[config.mk]
export PLATFORM = sky130hd
export DESIGN_NAME = rob_tag_alloc
export DESIGN_NICKNAME = d
export VERILOG_FILES = /design/src/rtl/rob_tag_alloc_pkg.sv /design/src/rtl/rob_tag_alloc.sv
export SDC_FILE = /design/constraint.sdc
export NUM_CORES = 1
export LEC_CHECK = 0
export ABC_CLOCK_PERIOD_IN_PS = 3600
export CAP_MARGIN = 20
export CORE_MARGIN = 4
export CORE_UTILIZATION = 45
export CTS_BUF_LIST = sky130_fd_sc_hd__clkbuf_4
export DETAILED_ROUTE_END_ITERATION = 16
export HOLD_SLACK_MARGIN = 0.05
export PLACE_DENSITY_LB_ADDON = 0.12
export SKIP_LAST_GASP = 1
export SLEW_MARGIN = 10
export SYNTH_ARGS = -nofsm -noshare
export SYNTH_HDL_FRONTEND = slang
export SYNTH_SLANG_ARGS = --single-unit
export TNS_END_PERCENT = 30
[constraint.sdc]
create_clock -name clk_in -period 3.6 [get_ports clk_in]
set_input_delay 0.72 -clock clk_in [delete_from_list [all_inputs] [get_ports clk_in]]
set_output_delay 0.72 -clock clk_in [all_outputs]
set_load 0.03 [all_outputs]
[src/rtl/rob_tag_alloc_pkg.sv]
// Shared ROB tag definitions: tag width, ring size and the reset/null tag.
package rob_tag_alloc_pkg;

  localparam int ROB_SIZE_W = 4;
  localparam int ROB_SIZE   = 16;

  localparam int TAG_W    = ROB_SIZE_W;
  localparam int NUM_TAGS = ROB_SIZE;

  typedef logic [TAG_W-1:0] rob_tag_t;

  localparam rob_tag_t NULL_TAG = '0;

endpackage

[src/rtl/rob_tag_alloc.sv]
// Issue-side ROB tag allocator: in-order tag handout, registered ROB push,
// in-order reclaim on commit, full flush on mispredict, occupancy tracking.
module rob_tag_alloc #(
  parameter int TAG_W    = rob_tag_alloc_pkg::TAG_W,
  parameter int NUM_TAGS = rob_tag_alloc_pkg::NUM_TAGS
) (
  input  logic               clk_in,
  input  logic               rst_n_in,
  input  logic               rdy_in,
  input  logic               alloc_req,
  input  logic [31:0]        alloc_pc,
  output logic               alloc_grant,
  output logic [TAG_W-1:0]   alloc_tag,
  output logic               push_valid,
  output logic [TAG_W-1:0]   push_tag,
  output logic [31:0]        push_src_addr,
  input  logic               commit_valid,
  input  logic [TAG_W-1:0]   commit_tag,
  input  logic               predict_fail,
  output logic [TAG_W:0]     count,
  output logic               full,
  output logic               empty,
  output logic               err
);

  import rob_tag_alloc_pkg::*;

  localparam logic [TAG_W-1:0] RST_TAG  = TAG_W'(NULL_TAG);
  localparam logic [TAG_W:0]   FULL_CNT = (TAG_W+1)'(NUM_TAGS);

  logic [TAG_W-1:0] head_q, head_d;
  logic [TAG_W-1:0] tail_q, tail_d;
  logic [TAG_W:0]   count_q, count_d;
  logic             err_q, err_d;
  logic             push_valid_q, push_valid_d;
  logic [TAG_W-1:0] push_tag_q, push_tag_d;
  logic [31:0]      push_src_addr_q, push_src_addr_d;
  logic             commit_legal;

  assign full          = (count_q == FULL_CNT);
  assign empty         = (count_q == '0);
  assign count         = count_q;
  assign err           = err_q;
  assign alloc_tag     = tail_q;
  assign push_valid    = push_valid_q;
  assign push_tag      = push_tag_q;
  assign push_src_addr = push_src_addr_q;

  // Grant looks only at the registered count, so a same-cycle commit
  // cannot free a slot for a full allocator.
  assign alloc_grant  = alloc_req & rdy_in & ~full & ~predict_fail;
  assign commit_legal = commit_valid & ~empty & (commit_tag == head_q);

  always_comb begin
    head_d          = head_q;
    tail_d          = tail_q;
    count_d         = count_q;
    err_d           = err_q;
    push_valid_d    = push_valid_q;
    push_tag_d      = push_tag_q;
    push_src_addr_d = push_src_addr_q;

    if (rdy_in) begin
      if (predict_fail) begin
        head_d       = RST_TAG;
        tail_d       = RST_TAG;
        count_d      = '0;
        push_valid_d = 1'b0;
      end else begin
        push_valid_d = alloc_grant;
        if (alloc_grant) begin
          push_tag_d      = tail_q;
          push_src_addr_d = alloc_pc;
          tail_d          = tail_q + TAG_W'(1);
        end
        if (commit_legal) begin
          head_d = head_q + TAG_W'(1);
        end else if (commit_valid) begin
          err_d = 1'b1;
        end
        if (alloc_grant && !commit_legal) begin
          count_d = count_q + (TAG_W+1)'(1);
        end else if (!alloc_grant && commit_legal) begin
          count_d = count_q - (TAG_W+1)'(1);
        end
      end
    end
  end

  always_ff @(posedge clk_in or negedge rst_n_in) begin
    if (!rst_n_in) begin
      head_q          <= RST_TAG;
      tail_q          <= RST_TAG;
      count_q         <= '0;
      err_q           <= 1'b0;
      push_valid_q    <= 1'b0;
      push_tag_q      <= RST_TAG;
      push_src_addr_q <= '0;
    end else begin
      head_q          <= head_d;
      tail_q          <= tail_d;
      count_q         <= count_d;
      err_q           <= err_d;
      push_valid_q    <= push_valid_d;
      push_tag_q      <= push_tag_d;
      push_src_addr_q <= push_src_addr_d;
    end
  end

endmodule

Yosys cells after proc, flatten, opt, wreduce, memory -nomap -nowiden --
Index checks and enable logic that the tools add are counted.
Storage, ports and cells: register bits after elaboration 51, input port bits 42, output and inout bits 50, logic and storage cells 43
Operators by class: $add $sub $neg 4, equality and inequality tests 2, muxes and demuxes 8, bitwise gates (word level) 9, reduce and logical (&&, ||, !) cells 13
Operator list (count):
- $mux W4 | 4
- $mux W5 | 3
- $add A4 B1 Y4 const B | 2
- $reduce_and A2 Y1 | 3
- $add A5 B1 Y5 const B | 1
- $and A1 B1 Y1 | 5
- $eq A5 B5 Y1 const B | 1
- $logic_not A5 Y1 | 1
- $sub A5 B1 Y5 const B | 1
- $eq A4 B4 Y1 | 1
- $not A1 Y1 | 4
- $reduce_and A4 Y1 | 1
- $reduce_bool A2 Y1 | 2
- $reduce_and A3 Y1 | 1
- $reduce_bool A3 Y1 | 1
- $logic_and A1 B1 Y1 | 2
- $logic_not A1 Y1 | 2
- $mux W1 | 1

Longest topological paths before layout --
word-level depth 9, depth in mapped cells 11, gate-level depth less buffers 10

Least setup slack after synthesis --
No wires, ideal clock.
path type reg-to-reg, from register count_q[1], in the netlist count[1], to register count_q[4], in the netlist count[4], library setup time 0.126 ns, data arrival time 3.175 ns, required time 3.474 ns, setup slack 0.299 ns, stages on the path, launching flop included 11, clock period less this slack 3.301 ns, cells stage by stage dfrtp_1 -> or4_4 -> buf_6 -> o2111ai_1 -> o21ai_0 -> fa_1 -> a21o_1 -> a21oi_1 -> and2_1 -> a2111oi_1 -> a311o_1
Between the ends: word-level cells in the longest chain between the ends 8, elaborated cells on any way between the ends 19, those cells by class add/sub (2); eq/ne (1); mux (3); bitwise (6); reduce/logical (7)
RTL lines:
- start, declared | RTL line rob_tag_alloc.sv:33 | logic [TAG_W:0] count_q, count_d;
- start signal, assigned | RTL line rob_tag_alloc.sv:102 | count_q <= count_d;
- $eq A5 B5 Y1 / $logic_not A5 Y1 (equally long branches) | RTL line rob_tag_alloc.sv:40, rob_tag_alloc.sv:41
- $not A1 Y1, on equally long branches | RTL line rob_tag_alloc.sv:51, rob_tag_alloc.sv:52
- $and A1 B1 Y1, on equally long branches (2 in a row) | RTL line rob_tag_alloc.sv:51, rob_tag_alloc.sv:52
- $logic_not A1 Y1, on equally long branches | RTL line rob_tag_alloc.sv:83, rob_tag_alloc.sv:81
- $logic_and A1 B1 Y1, on equally long branches | RTL line rob_tag_alloc.sv:83, rob_tag_alloc.sv:81
- $reduce_bool A3 Y1 (no line) / $mux W5 (equally long branches)
- $reduce_and A2 Y1 (no line) / $mux W5 (equally long branches)
Parallel ways exist; a longest one is shown, timed or not. The select of a mux whose other input is x is not followed. A chain may end at the register's enable or synchronous reset.

Worst setup path after layout --
Same ends and word-level chain as after synthesis.

==> results.txt <==
The run finished with clean final reports. For the worst setup path, the data required time is 3.91 ns. The final RePlAce weighted congestion is 0.894. CTS placed an instance of clkbuf_4 at the clock tree root. The post-CTS clock slew at the launch and capture registers of the worst setup and hold paths is 0.14 ns.

TritonCTS built the clock tree. The sum of internal, switching and leakage power is 2.46 mW. For the pin with the worst max-slew slack, the measured transition is 0.766 ns.

The clock tree buffer depth came out at 2. The detail-routed net length per standard cell came out at 14.5 µm. The post-cts sizing count is 0.

The number of warnings issued by yosys came out at 0. The final count of hold timing violations came out at 0. The share of post-route cells with drive strength above 1 is 5.82%. The type of destination of the critical path is a flop. The total count of max-transition violations in the final report is 0. The synthesized design spends more area on one cell type than any other, namely dfrtp_1. The chip height is 81.5 µm. The startpoint of the most critical register-to-register path is count[1]. The number of port buffers came out at 91.

The setup violation total in the final timing report came out at 0. STA classifies the critical path startpoint as a flop. met2 is the most crowded layer.

The area of the mapped netlist is 0.00243 mm². In this run the remaining antenna-violating nets after routing total 0. The library cells used most frequently in the layout, excluding fill and tap cells, are 106 x nand2_1, 89 x clkdlybuf4s50_1, 51 x dfrtp_1, 12 x inv_1, 8 x buf_4. Using the TritonRoute via totals, the vias-per-cell ratio works out to 5.04. The first detailed-routing pass took 4 iterations.

The pin count of the biggest net entering global routing is 45. The setup clock skew after layout is 0.0130 ns. The critical path in this run is classified as reg2reg. Measured along the x axis, the die boundary spans 81.5 µm. The number of max-cap violations came out at 0.

The number of buffers created by CTS came out at 5. The worst path uses 91.2% of the clock period. The first-pass GRT wire length came out at 10100 µm. The iteration-0 DRC count of the detailed router is 221. Dividing the synthesized area by the synthesized cell count gives 9.07 µm². The placement row count is 26. The vias after detailed routing is 2174. In the global route stage, met1 resource usage came out at 26.2%. The total global routing overflow is 0.

The H-tree depth came out at 2. The clock insertion delay at the later pin of the skew report is 0.36 ns. The number of distinct standard cells referenced by the synthesized netlist came out at 43. The capture instance of the worst register-to-register path is count[4]. The final net count is 410. The maximum clock frequency is 0.305 GHz. The net switching fraction of the power came out at 44.2%. The via count of the first global-routing pass is 2077. The worst hold margin is 0.407 ns. The diode insertion count for antenna repair is 0. The most common library cell in the layout ignoring fill and taps is nand2_1. The largest vdd supply drop came out at 0.347 mV.

The overall die area came out at 0.00664 mm². The initial antenna violation count came out at 0. The number of synthesized register bits is 51. The remaining routing DRC violations is 0.

For the worst setup path, the data arrival time is 3.60 ns. The clock share of power came out at 10.4%. Power spread over the standard cell area amounts to 710 mW/mm². The worst reg-to-reg setup slack is 0.32 ns. The buffers inserted during post-CTS setup optimization is 0. The estimated wirelength of the detail-placed design is 4540 µm. The reported net switching power came out at 1.09 mW. Headroom to the max-slew limit came out at 49.0%.

The region available for standard cell placement spans 0.00517 mm². In this run the worst path has a maximum fanout of 7. The accumulated negative setup slack came out at 0 ns. The effective utilization at floorplan came out at 47.0%. Setup repair after global routing left no endpoint under its margin. The standby leakage power came out at 1.60 nW. The routed design has 6250 µm of wire. 92 I/O pins were placed.

The worst hold path belongs to the class in2async. The end-of-flow core utilization is 67.1%. For met2 alone, demand over resource in global routing was 30.8%. The overall global routing resource usage came out at 20.0%.

The sequential share of the synthesized area is 52.5%. By area the synthesized netlist is led by dfrtp_1 53%, nand2_1 16%, ha_1 3.1%, xnor2_1 2.2%, inv_1 1.9%. The net count of the mapped netlist is 317. CTS saw 51 sinks. Per report_power, the sequential group accounts for 35.9% of the total. For met3 alone, demand over resource in global routing was 7.68%. The internal power of the cells totals 1.38 mW. The synthesis-to-layout area growth came out at 42.8%. The top-area cell type share of the netlist area is 52.5%. The number of inserted filler cells in the final layout came out at 432. The number of hold-repair buffers added at the cts stage is 0. For the worst flop-to-flop path, the logic depth is 9.

Combinational logic is responsible for 53.7% of the overall power. The cell count after synthesis came out at 268. The shortest clock period the worst path allows after layout is 3.28 ns.
worst max-delay path: stages, from the launching register on:
cell       delay (ns)
dfrtp_1          0.49
or4_4            0.64
o2111ai_1        0.33
o21ai_0          0.22
fa_1             0.45
a21o_1           0.20
a21oi_1          0.25
a211oi_2         0.09
a2111oi_1        0.41
a311o_1          0.17
power groups by stage:
stage	sequential, mW	clock [mW]	combinational, mW
floorplan	1.22	0	0.468
global placement	0.888	0	1.30
detailed placement	0.899	0	1.33
CTS	0.887	0.266	1.33
global route	0.917	0.293	1.42
finish	0.886	0.255	1.32
cell type report:
cell class / instances / area, µm² / area share, %
clock buffers: 5 / 37.5 / 1.08
clock inverters: 2 / 12.5 / 0.360
inverters: 13 / 48.8 / 1.41
multi-input cells: 192 / 1050 / 30.3
flip-flops and latches: 51 / 1280 / 36.8
well taps: 70 / 87.6 / 2.52
repair buffers: 98 / 956 / 27.5
worst max-delay path by stage:
| stage | startpoint | end | slack (ns) | cells after the start |
|---|---|---|---|---|
| 2_1_floorplan | count[1] | count[4] | 0.30 | 10 |
| 3_3_place_gp | rdy_in | count[4] | 0.29 | 11 |
| 3_5_place_dp | rdy_in | count[4] | 0.19 | 11 |
| 4_1_cts | count[1] | count[4] | 0.32 | 9 |
| 5_1_grt | count[0] | count[4] | 0.16 | 9 |
| 6_report | count[1] | count[4] | 0.32 | 9 |
cell usage after synthesis, drive strengths merged:
library cell / instances
and2: 5
a2111oi: 1
or4: 1
a311o: 3
o32ai: 1
a31oi: 5
a21oi: 4
nor2b: 6
fa: 1
nand2: 106
o2111a: 1
o2111ai: 1
a21o: 2
mux2i: 2
nor4b: 1
o21a: 1
dfrtp: 51
o21ai: 9
nor2: 6
ha: 6
nand3: 3
a211oi: 2
inv: 13
nand4: 3
o221ai: 1
o311ai: 1
o2bb2ai: 1
or2b: 1
a22o: 1
buf: 1
o21bai: 1
clkbuf: 11
xnor2: 6
and3: 1
a22oi: 1
o211ai: 2
o22ai: 6
flip-flops by register name, summed over array words and instances (netlist names):
register	cells
alloc_tag	4
count	5
err	1
head_q	4
push_src_addr	32
push_tag	4
push_valid	1
through the flow:
| step | cell area [µm²] | setup slack (ns) | instances |
|---|---|---|---|
| after floorplan | 2430 | 0.299 | 268 |
| after global placement | 3420 | 0.289 | 424 |
| after detailed placement | 3420 | 0.190 | 424 |
| after CTS | 3470 | 0.323 | 431 |
| after global routing | 3470 | 0.160 | 431 |
| final | 3470 | 0.317 | 431 |
per-layer routing:
metal | vias up | wire, µm
li1 | 1080 | -
met1 | 1002 | 2570
met2 | 84 | 3000
met3 | 8 | 584
met4 | 0 | 99
met5 | - | 0
kinds of logic after synthesis:
family	after synthesis	synth area share (%)
compound gates	44	13.4
xor+xnor	6	2.16
mux	2	0.824
flops	51	52.5
buf+inv	25	4.17
fa+ha+maj	7	3.91
simple gates	133	23.0
Power figures use the tool's default switching activity.
